[src/rtl/uart_tx_arb_if.sv]
// ---------------------------------------------------------------------------
// uart_tx_arb_if
// Handshake and transmitter bundle between NUM_REQ byte requesters, the
// round-robin arbiter, and the shared uart_tx transmitter.
//   i_req_valid [NUM_REQ]   per-requester byte valid (held until accepted)
//   i_req_data  [8*NUM_REQ] packed bytes, requester k at [8k+7:8k]
//   o_req_ready [NUM_REQ]   one-hot grant from the arbiter
//   o_tx_start              single-cycle start pulse to the transmitter
//   o_tx_data   [8]         byte to the transmitter, stable for the frame
//   o_busy                  arbiter is pacing a frame
// Modports: master = requester/transmitter side, slave = arbiter side.
// ---------------------------------------------------------------------------
interface uart_tx_arb_if #(
    parameter int NUM_REQ = 4
) ();
    logic [NUM_REQ-1:0]   i_req_valid;
    logic [8*NUM_REQ-1:0] i_req_data;
    logic [NUM_REQ-1:0]   o_req_ready;
    logic                 o_tx_start;
    logic [7:0]           o_tx_data;
    logic                 o_busy;

    modport master (
        output i_req_valid,
        output i_req_data,
        input  o_req_ready,
        input  o_tx_start,
        input  o_tx_data,
        input  o_busy
    );

    modport slave (
        input  i_req_valid,
        input  i_req_data,
        output o_req_ready,
        output o_tx_start,
        output o_tx_data,
        output o_busy
    );
endinterface

[src/rtl/uart_tx_arb.sv]
// ---------------------------------------------------------------------------
// uart_tx_arb
// Round-robin arbiter/sequencer sharing one uart_tx among NUM_REQ requesters.
// Accepts one byte per frame, pulses start for one cycle, holds the byte for
// the frame and paces frames with a down-counter (the transmitter has no busy).
// Ports:
//   i_clk_tx        transmitter bit clock, rising edge
//   i_reset         asynchronous active-low reset
//   bus (slave)     requester handshake + transmitter outputs, see uart_tx_arb_if
//   o_owner         (UART_TX_ARB_OWNER_EN) index of last accepted requester
//   o_owner_valid   (UART_TX_ARB_OWNER_EN) equals o_busy
// Optional feature macro: UART_TX_ARB_OWNER_EN
//
// state | meaning
// ------+---------------------------------------------------------------
// IDLE  | ready is the combinational round-robin grant; accept on valid
// FRAME | frame in flight; counter runs down, ready held low
// ---------------------------------------------------------------------------
module uart_tx_arb #(
    parameter  int NUM_REQ      = 4,
    parameter  int FRAME_CYCLES = 11,
    localparam int OWNER_W      = (NUM_REQ > 1) ? $clog2(NUM_REQ) : 1
) (
    input  logic               i_clk_tx,
    input  logic               i_reset,
    uart_tx_arb_if.slave       bus
`ifdef UART_TX_ARB_OWNER_EN
    ,
    output logic [OWNER_W-1:0] o_owner,
    output logic               o_owner_valid
`endif
);
    localparam int CNT_W = $clog2(FRAME_CYCLES + 1);
    // Accept edge plus the edge where the counter reads zero account for two
    // of the FRAME_CYCLES edges between accepts.
    localparam logic [CNT_W-1:0] CNT_LOAD = CNT_W'(FRAME_CYCLES - 2);

    typedef enum logic {IDLE = 1'b0, FRAME = 1'b1} state_t;

    state_t             r_state;
    logic [OWNER_W-1:0] r_ptr;
    logic [CNT_W-1:0]   r_cnt;
    logic               r_tx_start;
    logic [7:0]         r_tx_data;
    logic               r_busy;

    logic               w_found;
    logic [OWNER_W-1:0] w_winner;
    logic [OWNER_W-1:0] w_next_ptr;
    logic [NUM_REQ-1:0] w_grant;
    logic [7:0]         w_winner_data;

    // Search from the pointer upward with wrap; first asserted valid wins.
    always_comb begin
        int idx;
        idx      = 0;
        w_found  = 1'b0;
        w_winner = '0;
        for (int i = 0; i < NUM_REQ; i++) begin
            idx = int'(r_ptr) + i;
            if (idx >= NUM_REQ) idx = idx - NUM_REQ;
            if (!w_found && bus.i_req_valid[idx]) begin
                w_found  = 1'b1;
                w_winner = idx[OWNER_W-1:0];
            end
        end
    end

    always_comb begin
        w_grant = '0;
        if (r_state == IDLE && w_found) w_grant[w_winner] = 1'b1;
    end

    assign w_winner_data = bus.i_req_data[{w_winner, 3'b000} +: 8];
    assign w_next_ptr    = (w_winner == OWNER_W'(NUM_REQ - 1)) ? '0 : w_winner + 1'b1;

    always_ff @(posedge i_clk_tx or negedge i_reset) begin
        if (!i_reset) begin
            r_state    <= IDLE;
            r_ptr      <= '0;
            r_cnt      <= '0;
            r_tx_start <= 1'b0;
            r_tx_data  <= 8'h00;
            r_busy     <= 1'b0;
`ifdef UART_TX_ARB_OWNER_EN
            o_owner    <= '0;
`endif
        end else begin
            case (r_state)
                IDLE: begin
                    if (w_found) begin
                        r_tx_data  <= w_winner_data;
                        r_tx_start <= 1'b1;
                        r_ptr      <= w_next_ptr;
                        r_cnt      <= CNT_LOAD;
                        r_busy     <= 1'b1;
                        r_state    <= FRAME;
`ifdef UART_TX_ARB_OWNER_EN
                        o_owner    <= w_winner;
`endif
                    end
                end
                FRAME: begin
                    r_tx_start <= 1'b0;
                    if (r_cnt == '0) begin
                        r_state <= IDLE;
                        r_busy  <= 1'b0;
                    end else begin
                        r_cnt <= r_cnt - 1'b1;
                    end
                end
                default: begin
                    r_state <= IDLE;
                    r_busy  <= 1'b0;
                end
            endcase
        end
    end

    assign bus.o_req_ready = w_grant;
    assign bus.o_tx_start  = r_tx_start;
    assign bus.o_tx_data   = r_tx_data;
    assign bus.o_busy      = r_busy;

`ifdef UART_TX_ARB_OWNER_EN
    assign o_owner_valid = r_busy;
`endif

endmodule
[src/flat_wrapper.sv]
// flat-port wrapper written by rule: the top's interface ports become plain ports
module uart_tx_arb_flat 
#(
    parameter  int NUM_REQ      = 4,
    parameter  int FRAME_CYCLES = 11,
    localparam int OWNER_W      = (NUM_REQ > 1) ? $clog2(NUM_REQ) : 1
)
  (i_clk_tx, i_reset, bus_i_req_valid, bus_i_req_data, bus_o_req_ready, bus_o_tx_start, bus_o_tx_data, bus_o_busy);
  uart_tx_arb_if #(.NUM_REQ(NUM_REQ)) bus_i ();
  input  logic i_clk_tx;
  input  logic i_reset;
  input wire logic [$bits(bus_i.i_req_valid)-1:0] bus_i_req_valid;
  input wire logic [$bits(bus_i.i_req_data)-1:0] bus_i_req_data;
  output wire logic [$bits(bus_i.o_req_ready)-1:0] bus_o_req_ready;
  output wire logic [$bits(bus_i.o_tx_start)-1:0] bus_o_tx_start;
  output wire logic [$bits(bus_i.o_tx_data)-1:0] bus_o_tx_data;
  output wire logic [$bits(bus_i.o_busy)-1:0] bus_o_busy;
  assign bus_i.i_req_valid = bus_i_req_valid;
  assign bus_i.i_req_data = bus_i_req_data;
  assign bus_o_req_ready = bus_i.o_req_ready;
  assign bus_o_tx_start = bus_i.o_tx_start;
  assign bus_o_tx_data = bus_i.o_tx_data;
  assign bus_o_busy = bus_i.o_busy;
  uart_tx_arb #(.NUM_REQ(NUM_REQ), .FRAME_CYCLES(FRAME_CYCLES)) u_core (.i_clk_tx(i_clk_tx), .i_reset(i_reset), .bus(bus_i));
endmodule
[config.mk]
export PLATFORM = sky130hd
export DESIGN_NAME = uart_tx_arb_flat
export DESIGN_NICKNAME = d
export VERILOG_FILES = /design/src/rtl/uart_tx_arb_if.sv /design/src/rtl/uart_tx_arb.sv /design/src/flat_wrapper.sv
export SDC_FILE = /design/constraint.sdc
export NUM_CORES = 1
export LEC_CHECK = 0
export BUFFER_PORTS_ARGS = -buffer_cell sky130_fd_sc_hd__buf_2
export CAP_MARGIN = 20
export CORE_ASPECT_RATIO = 1.1
export CORE_UTILIZATION = 50
export CTS_CLUSTER_SIZE = 30
export DETAILED_ROUTE_END_ITERATION = 8
export PLACE_DENSITY = 0.85
export RECOVER_POWER = 25
export SYNTH_ARGS = -nofsm -noshare
export SYNTH_HDL_FRONTEND = slang
export SYNTH_SLANG_ARGS = --single-unit
[constraint.sdc]
create_clock -name i_clk_tx -period 4.62 [get_ports i_clk_tx]
set_clock_uncertainty 0.1 [all_clocks]
set_input_delay 0.231 -clock i_clk_tx [delete_from_list [all_inputs] [get_ports i_clk_tx]]
set_output_delay 0.231 -clock i_clk_tx [all_outputs]
set_load 0.005 [all_outputs]
Word-level counts from Yosys, hierarchy flattened
Index checks and enable logic that the tools add are counted.
{"block": "word_totals", "wordCells": 81, "input_bits": 38, "ff_bits": 17, "output_inout_bits": 14}
{"block": "op_classes", "reduce_logical": 12, "n_lt_le_gt_ge": 10, "bitwise": 1, "shift": 1, "muxes": 38, "addsub": 9, "eq_ne": 4}
{"op": "less-than comparator 32 x 4 -> 1 bit (second input constant)", "count": 4}
{"op": "2-to-1 mux 32 bit", "count": 4}
{"op": "greater-or-equal comparator 32 x 4 -> 1 bit (second input constant)", "count": 3}
{"op": "subtractor 32 x 4 -> 32 bit (second input constant)", "count": 3}
{"op": "variable part select 32 x 6 -> 8 bit", "count": 1}
{"op": "2-to-1 mux 1 bit", "count": 17}
{"op": "2-to-1 mux 4 bit", "count": 3}
{"op": "2-to-1 mux 2 bit", "count": 5}
{"op": "binary-select mux 1 bit (select 2 bit)", "count": 4}
{"op": "case mux 4 bit (2 select lines)", "count": 1}
{"op": "adder 2 x 2 -> 3 bit (second input constant)", "count": 2}
{"op": "case mux 1 bit (2 select lines)", "count": 3}
{"op": "AND reduction 2 bit", "count": 3}
{"op": "logical AND 1 bit", "count": 5}
{"op": "zero test 4 bit", "count": 1}
{"op": "!= test 2 bit (second input constant)", "count": 2}
{"op": "subtractor 2 x 3 -> 4 bit (second input constant)", "count": 1}
{"op": "subtractor 4 x 1 -> 4 bit (second input constant)", "count": 1}
{"op": "adder 2 x 1 -> 3 bit (second input constant)", "count": 1}
{"op": "greater-or-equal comparator 2 x 3 -> 1 bit (second input constant)", "count": 1}
{"op": "zero test 1 bit", "count": 3}
{"op": "less-than comparator 2 x 3 -> 1 bit (second input constant)", "count": 1}
{"op": "adder 2 x 1 -> 2 bit (second input constant)", "count": 1}
{"op": "demux 1 bit (select 2 bit)", "count": 1}
{"op": "other kinds (4)", "count": 4}

Logic depth before layout (Yosys ltp)
Gate-level depths: netlist (run 1).
{"block": "logic_depth", "word_depth": 20, "depth_mapped": 8, "depth_no_buf": 7}

Worst setup path after synthesis (run 1)
No wires, ideal clock.
{"block": "synth_timing", "path_kind": "reg-to-reg", "startpoint": "reg u_core.r_cnt[0]", "endpoint": "reg u_core.r_cnt[2]", "period_less_slack_ps": 1864, "path_stages_with_launch": 8, "t_required_ps": 4388, "n_path_buf": 0, "slack_ps": 2756, "setup_ps": 132, "t_arrival_ps": 1632, "cell_sequence": "dfrtp_1 inv_1 ha_1 or3b_2 mux2_2 nand2_1 xor2_1 nor2_1"}
{"block": "synth_via", "elab_chain_len": 3, "word_cells_on_any_way": 6, "classes_between": "add/sub (1); eq/ne (1); mux (2); reduce/logical (2)"}
{"element": "start: declaration", "line_no": "uart_tx_arb.sv:42", "rtl": "logic [CNT_W-1:0] r_cnt;"}
{"element": "start signal: assignment", "line_no": "uart_tx_arb.sv:109", "rtl": "r_cnt <= r_cnt - 1'b1;"}
{"element": "subtractor 4 x 1 -> 4 bit or zero test 4 bit (tied branches)", "line_no": "uart_tx_arb.sv:109, uart_tx_arb.sv:105"}
{"element": "2-to-1 mux 4 bit or != test 2 bit (tied branches)"}
{"element": "case mux 4 bit (2 select lines) or AND reduction 2 bit (tied branches)"}
Several ways; a longest one is shown, not always the timed one. The select of a mux whose other input is x is not followed.
A chain may end at the register's enable or synchronous reset.

Final worst setup path (run 1)
{"block": "layout_timing", "startpoint": "reg u_core.r_ptr[1]", "endpoint": "out bus_o_req_ready[0]"}
{"block": "layout_via", "elab_chain_len": 20, "word_cells_on_any_way": 48, "classes_between": "add/sub (7); order compare (6); mux (27); reduce/logical (8)"}
{"element": "start: declaration", "line_no": "uart_tx_arb.sv:41", "rtl": "logic [OWNER_W-1:0] r_ptr;"}
{"element": "start signal: assignment", "line_no": "uart_tx_arb.sv:94", "rtl": "r_ptr <= w_next_ptr;"}
{"element": "parallel branches: the longest is 19 deep, another holds subtractor 32 x 4 -> 32 bit"}
{"element": "2-to-1 mux 4 bit *", "line_no": "uart_tx_arb.sv:71", "rtl": "if (r_state == IDLE && w_found) w_grant[w_winner] = 1'b1;"}
{"element": "end: declaration", "line_no": "flat_wrapper.sv:14", "rtl": "output wire logic [$bits(bus_i.o_req_ready)-1:0] bus_o_req_ready;"}
Every way passes the cells marked *. The select of a mux whose other input is x is not followed.

==> flow_summary_export.csv, run 1 <==
group,metric,value,unit
route,detail_route.wl_per_cell,13.6,um
timing,hold_viol_final,0,
hold_path,hold_class,"input pin to flop",
clock_tree,cts_inserted_buffers,3,
clock_tree,clock-sinks,17,
pwr,leakage_component_of_the_power,0.699,nW
final_layout,area_grow_syn2layout,24.6,%
route,drt-pass1-iter-count,4,
critical_path,launch_point_of_the_worst_path,"u_core.r_ptr[1]",
final_layout,layout_commonest_cell,"sky130_fd_sc_hd__buf_2",
critical_path,timing.setup.critical_path_class,"flop to output pin",
clock_tree,clock_tree_root_driver_cell,"sky130_fd_sc_hd__clkbuf_4",
clock_tree,post-cts-setup-buffer-count,0,
floorplanning,chipWidth,47.3,um
synthesis,yosysWarnings,0,
final_layout,num_antenna_cells,0,
route,drt_drc_violations_left,0,
clock_tree,clock_path_buffers,2,
pwr,intPower,0.414,mW
final_layout,seq_area,425,um^2
synthesis,synth_top_family_by_area,"compound AO/OA/AOI/OAI gates",
job,drv_cap,0,
critical_path,critical_path_arrival,2370,ps
floorplanning,initial_core_utilization,0.548,
floorplanning,die_area,2450,um^2
timing,fin_crit_sh,0.584,
floorplanning,coreArea,2060,um^2
floorplanning,row_count,17,
synthesis,synth_compound_gate_area_share,0.228,
clock_tree,cts.clk_slew.worst_paths,110,ps
synthesis,syn_nets,160,
floorplanning,ioPinCount,52,
pwr,sw_frac_of_total,0.410,
route,drt-total-wl,2710,um
route,drt-vias-per-instance,5.52,
final_layout,finish.instance_area,1410,um^2
route,final_antenna_net_count,0,
pwr,pwr-share-comb,0.490,
final_layout,layout.cells.most_common_list,"50 x sky130_fd_sc_hd__buf_2, 17 x sky130_fd_sc_hd__dfrtp_1, 16 x sky130_fd_sc_hd__nor2_1",
placement,port_buffers,51,
synthesis,synth-main-ff-cell,"sky130_fd_sc_hd__dfrtp_1",
grt,grt_antenna_before_repair,0,
clock_tree,clk-insertion-delay-late,300,ps
pwr,switchingPower,0.287,mW
pwr,power_density_normalized_to_cell_area,498,nW/um^2
placement,hpwlAfterDp,2050,um
pwr,pwr-share-clk,0.120,
grt,grt_start_max_net_pins,20,
route,drt_iter0_drc,25,
synthesis,synthMuxAreaShare,0.0897,
clock_tree,clock_tree.htree_level_count,1,
clock_tree,tritoncts,"built",
synthesis,netlist_area,1130,um^2
timing,fmax,0.371,GHz
synthesis,synth_seq_area_share,0.377,
final_layout,final.fill_count,185,
critical_path,rrSetupSlack,2220,ps
synthesis,ffs_latches_synth,17,
final_layout,multiInputGateArea,644,um^2
floorplanning,die_h,51.9,um
critical_path,critical_path.reg2reg.startpoint,"u_core.r_ptr[1]",
grt,globalRouteOverflowTotal,0,
critical_path,worstPathMaxFanout,19,
critical_path,setup.worst_path.start_class,"flop",
timing,timing.setup.tns,0,ps
placement,dpl-instance-area,1370,um^2
pwr,vdd_ir_drop_max,0.000310,V
synthesis,synthXorXnorAreaFrac,0.0155,
timing,layout_min_cycle_time,2700,ps
grt,grtUsageTotal,0.243,
timing,finalSetupViolations,0,
timing,max_slew_margin,0.377,
timing,rsz0062_at_grt,"false",
timing,worst_pin_slew,934,ps
synthesis,synth_cell_type_count,34,
placement,finalWeightedCongestion,0.793,
final_layout,drive_gt1_frac,0.398,
synthesis,synthAdderAreaFrac,0.0111,
synthesis,synth_cells,121,
synthesis,synth_area_per_cell,9.34,um^2
synthesis,synthArstFlopShare,1.00,
outcome,outcome,"finished clean",
critical_path,critical_path_required,4290,ps
final_layout,finish.net_count,211,
critical_path,worst_setup_path_end_kind,"output pin",
timing,slew_violations,0,
synthesis,post_synth_and_or_nand_nor_area_fraction,0.226,
hold_path,hold_path_startpoint,"bus_i_req_data[12]",
grt,grt_pass1_wl,4240,um
pwr,design_power_total,0.702,mW
pwr,seq_power_share,0.390,
route,via_count,1098,
grt,number_of_global_route_vias_before_repair,987,
synthesis,synth_edf_count,0,
## state kept, by name (all words and copies together) (netlist names)
name	flops
u_core.r_state	1
u_core.bus.o_tx_start	1
u_core.bus.o_busy	1
u_core.r_ptr	2
u_core.bus.o_tx_data	8
u_core.r_cnt	4
## layout make-up
type	instances	area share
flip-flops and latches	17	0.302
inverters	3	0.00800
repair buffers	52	0.188
well taps	28	0.0249
clock inverters	1	0.00356
multi-input cells	95	0.458
clock buffers	3	0.0160
## metal layers
layer  wire (um)  share of wire  up-vias  GRT usage
met5           0              0        -          0
met4          59          0.022        0      0.119
met3         199          0.073        7     0.0382
met2        1360           0.50       46      0.416
met1        1090           0.40      502      0.284
li1            -              -      543          -
## what timing repair did
action	4_1_cts	5_1_grt
gates resized for setup	0	0
hold buffers	1	0
hold endpoints to repair	17	0
## Yosys cell counts, types with 2 or more instances
cell | instances | area (um^2)
sky130_fd_sc_hd__and3_1 | 4 | 25.0
sky130_fd_sc_hd__a211oi_2 | 8 | 100
sky130_fd_sc_hd__dfrtp_1 | 17 | 425
sky130_fd_sc_hd__a21oi_1 | 6 | 30.0
sky130_fd_sc_hd__a211oi_1 | 8 | 60.1
sky130_fd_sc_hd__o21ai_1 | 2 | 10.0
sky130_fd_sc_hd__nor3_1 | 10 | 50.1
sky130_fd_sc_hd__buf_4 | 3 | 22.5
sky130_fd_sc_hd__buf_6 | 2 | 22.5
sky130_fd_sc_hd__nand2_1 | 12 | 45.0
sky130_fd_sc_hd__inv_1 | 3 | 11.3
sky130_fd_sc_hd__mux2i_1 | 9 | 90.1
sky130_fd_sc_hd__nor2_1 | 16 | 60.1
## metrics by stage
step,util,cells,hold slack [ps],worst slack [ps]
2_1_floorplan,-,121,-165,2760
3_3_place_gp,0.665,194,69.8,2350
3_5_place_dp,0.665,194,73.6,2300
4_1_cts,0.683,199,178,1930
5_1_grt,0.682,199,202,1750
6_report,0.682,199,181,1920
## power by group through the flow
| stage | sequential [mW] | clock [mW] | combinational [mW] |
|---|---|---|---|
| after floorplan | 0.263 | 0 | 0.267 |
| after CTS | 0.274 | 0.0858 | 0.347 |
| after global placement | 0.271 | 0 | 0.333 |
| final | 0.273 | 0.0843 | 0.344 |
| after detailed placement | 0.277 | 0 | 0.346 |
| after global routing | 0.283 | 0.0902 | 0.395 |
## worst max-delay path, cell delays in order, from the launching register on
cell	delay, ps
sky130_fd_sc_hd__dfrtp_1	480
sky130_fd_sc_hd__mux2i_1	260
sky130_fd_sc_hd__or2_1	140
sky130_fd_sc_hd__nand3_1	650
sky130_fd_sc_hd__and3_1	400
sky130_fd_sc_hd__buf_2	130
## final timing paths
| check | depth (start not counted) | end |
|---|---|---|
| min | 3 | u_core.bus.o_tx_data[4] |
| min reg2reg | 2 | u_core.bus.o_tx_start |
| min in group asynchronous | 2 | u_core.bus.o_tx_data[5] |
| max | 5 | bus_o_req_ready[0] |
| max in group asynchronous | 2 | u_core.bus.o_busy |
| max reg2reg | 5 | u_core.bus.o_tx_data[2] |
## cell families after synthesis
| kind of cell | count (synthesis) |
|---|---|
| and+or+nand+nor | 51 |
| DFF | 17 |
| xor gates and xnor gates | 2 |
| AOI/OAI and AO/OA | 31 |
| muxes | 10 |
| buffers and inverters | 9 |
| adders and majority gates | 1 |
Note: power is estimated with default switching activity, not from simulation.
==> run 2, diff against run 1 <==
--- a/config.mk
+++ b/config.mk
@@ -8,10 +8,10 @@
 export BUFFER_PORTS_ARGS = -buffer_cell sky130_fd_sc_hd__buf_2
 export CAP_MARGIN = 20
 export CORE_ASPECT_RATIO = 1.1
-export CORE_UTILIZATION = 50
+export CORE_UTILIZATION = 42
 export CTS_CLUSTER_SIZE = 30
 export DETAILED_ROUTE_END_ITERATION = 8
-export PLACE_DENSITY = 0.85
+export PLACE_DENSITY = 0.76
 export RECOVER_POWER = 25
 export SYNTH_ARGS = -nofsm -noshare
 export SYNTH_HDL_FRONTEND = slang
==> constraint.sdc (replaced) <==
create_clock -name i_clk_tx -period 2.34 [get_ports i_clk_tx]
set_clock_uncertainty 0.1 [all_clocks]
set_input_delay 0.117 -clock i_clk_tx [delete_from_list [all_inputs] [get_ports i_clk_tx]]
set_output_delay 0.117 -clock i_clk_tx [all_outputs]
set_load 0.005 [all_outputs]
==> run 2 against run 1 <==
  * Final cell count is 3.0% higher
  * Clock power grew 87%
  * Routed wire length is 1.3% higher
  * Sequential share of layout area down 0.55 points
  * Die area is 18% higher
  * Critical endpoint is now bus_o_req_ready[1]
  * Hold slack worse by 100 ps
  * Non-clock buffer count increased by 3
  * Largest cell class unchanged
  * Sequential power increased by 99%
  * Core utilization down 11 points
  * Power increased by 99%
==> flow_summary_export.csv, run 2 (synthesized netlist as in run 1, its figures left out) <==
group,metric,value,unit
clock_tree,clock_tree.htree_level_count,1,
route,drt_iter0_drc,12,
grt,grt_start_max_net_pins,18,
critical_path,reg2reg_to,"u_core.r_cnt[2]",
critical_path,worstPathBufferInverterCount,1,
clock_tree,clk-insertion-delay-late,290,ps
hold_path,worst_hold_path.endpoint,"u_core.bus.o_tx_data[3]",
final_layout,finish.instance_area,1430,um^2
floorplanning,coreArea,2520,um^2
timing,hold_viol_final,0,
final_layout,layout.cells.most_common_list,"50 x sky130_fd_sc_hd__buf_2, 17 x sky130_fd_sc_hd__dfrtp_1, 16 x sky130_fd_sc_hd__nor2_1",
critical_path,rrSetupSlack,370,ps
pwr,sw_frac_of_total,0.404,
critical_path,critical_path_arrival,1790,ps
pwr,vdd_ir_drop_max,0.000517,V
grt,number_of_global_route_vias_before_repair,1070,
route,final_antenna_net_count,0,
route,detail_route.wl_per_cell,13.4,um
timing,fmax,0.497,GHz
outcome,outcome,"finished clean",
grt,grt_pass1_wl,4640,um
critical_path,worst_setup_path_end_kind,"output pin",
job,drv_cap,0,
timing,max_slew_margin,0.347,
timing,slew_violations,0,
grt,grt_antenna_before_repair,0,
clock_tree,clock-sinks,17,
timing,post-route-worst-setup-slack,328,ps
critical_path,worstPathMaxFanout,7,
route,via_count,1106,
clock_tree,cts_inserted_buffers,3,
clock_tree,tritoncts,"built",
floorplanning,ioPinCount,52,
pwr,leakage_component_of_the_power,0.713,nW
pwr,pwr-share-clk,0.113,
pwr,seq_power_share,0.388,
floorplanning,row_count,19,
critical_path,worst_path_dominant_cell_family,"compound AO/OA/AOI/OAI gates",
placement,hpwlAfterDp,2110,um
final_layout,layout_commonest_cell,"sky130_fd_sc_hd__buf_2",
pwr,pwr-share-comb,0.499,
critical_path,critical_path.reg2reg.startpoint,"u_core.r_cnt[1]",
clock_tree,post-cts-setup-buffer-count,0,
route,drt-pass1-iter-count,4,
floorplanning,chipWidth,51.5,um
final_layout,finish.utilization,0.569,
critical_path,timing.setup.critical_path_class,"flop to output pin",
critical_path,critPathSlowestCell,"sky130_fd_sc_hd__dfrtp_1",
floorplanning,initial_core_utilization,0.448,
hold_path,hold_path_startpoint,"bus_i_req_data[11]",
floorplanning,die_area,2900,um^2
placement,dpl-instance-area,1400,um^2
clock_tree,cts.clk_slew.worst_paths,100,ps
final_layout,area_grow_syn2layout,26.9,%
critical_path,crit_chain,"a21oi_1, o21a_1, o22ai_1, and3_1, buf_2",
final_layout,num_antenna_cells,0,
timing,fin_crit_sh,0.860,
pwr,design_power_total,1.40,mW
grt,grtUsageTotal,0.210,
placement,finalWeightedCongestion,0.733,
final_layout,flip_flop_count_of_the_largest_register_all_copies_and_words_added,8,
pwr,power_density_normalized_to_cell_area,974,nW/um^2
route,drt_drc_violations_left,0,
grt,globalRouteOverflowTotal,0,
hold_path,hold_class,"input pin to flop",
pwr,intPower,0.832,mW
timing,layout_min_cycle_time,2010,ps
final_layout,finish.net_count,214,
route,drt-vias-per-instance,5.40,
hold_path,whs_path_depth,3,
critical_path,critical_path_required,2120,ps
placement,port_buffers,51,
critical_path,worstRegToRegCells,7,
placement,place_worst_setup_slack,382,ps
route,drt-total-wl,2750,um
clock_tree,clock_tree_root_driver_cell,"sky130_fd_sc_hd__clkbuf_4",
critical_path,setup.worst_path.start_class,"flop",
floorplanning,die_h,56.4,um
timing,rsz0062_at_grt,"false",
critical_path,timing.critical_path.slowest_cell_delay,490,ps
pwr,switchingPower,0.565,mW
clock_tree,clock_path_buffers,2,
timing,worst_pin_slew,979,ps
timing,timing.setup.tns,0,ps
timing,finalSetupViolations,0,
final_layout,drive_gt1_frac,0.408,
## run 2: cell count changes in the layout (fill, tap and decap cells not counted), sizes merged
cell	previous run	this run
buf	50	53
## run 2: what timing repair did
item	CTS	global route
hold endpoints to repair	17	0
hold buffers	1	0
resized for setup	0	0
endpoints found under the setup margin	0	0
## run 2: area by class of cell
class                           count  area [um^2]
Clock buffer                        3         22.5
Sequential cell                    17          425
Tap cell                           31         38.8
Multi-Input combinational cell     95          644
Clock inverter                      1         5.00
Fill cell                         229         1090
Timing Repair Buffer               55          287
Inverter                            3         11.3
## run 2: routing by layer
metal  global-route usage  vias up  routed length (um)
li1                     -      552                   -
met1                0.255      510                1190
met2                0.382       42                1350
met3               0.0244        2                 188
met4               0.0579        0                  18
met5                    0        -                   0
## run 2: through the flow
stage	hold WS (ps)	std cells
floorplan	-279	121
global placement	-40.9	200
detailed placement	-33.5	200
CTS	76.5	205
global route	74.6	205
finish	81.8	205
## run 2: power by group through the flow
stage                     combinational [mW]  clock, mW  sequential [mW]
after floorplan                        0.528          0            0.519
after global placement                 0.680          0            0.536
after detailed placement               0.708          0            0.543
after CTS                              0.709      0.164            0.539
after global routing                   0.790      0.178            0.561
final                                  0.697      0.158            0.542
## run 2: worst max-delay path by stage
stage          cells past startpoint                  to             from  slack (ps)
6_report                           5  bus_o_req_ready[1]  u_core.r_ptr[1]         330
3_5_place_dp                       7     u_core.r_cnt[2]  u_core.r_cnt[1]         380
2_1_floorplan                      7     u_core.r_cnt[2]  u_core.r_cnt[0]         480
5_1_grt                            5  bus_o_req_ready[3]  u_core.r_ptr[1]         200
3_3_place_gp                       7     u_core.r_cnt[2]  u_core.r_cnt[0]         440
4_1_cts                            4  bus_o_req_ready[2]   u_core.r_state         340
## run 2: worst register-to-register path, delay by kind of cell (launching register included)
family / cells / cell delay (ps)
buffers and inverters: 1 / 80
muxes: 1 / 340
adders and majority gates: 1 / 150
and+or+nand+nor: 3 / 640
xor gates and xnor gates: 1 / 140
DFF: 1 / 410
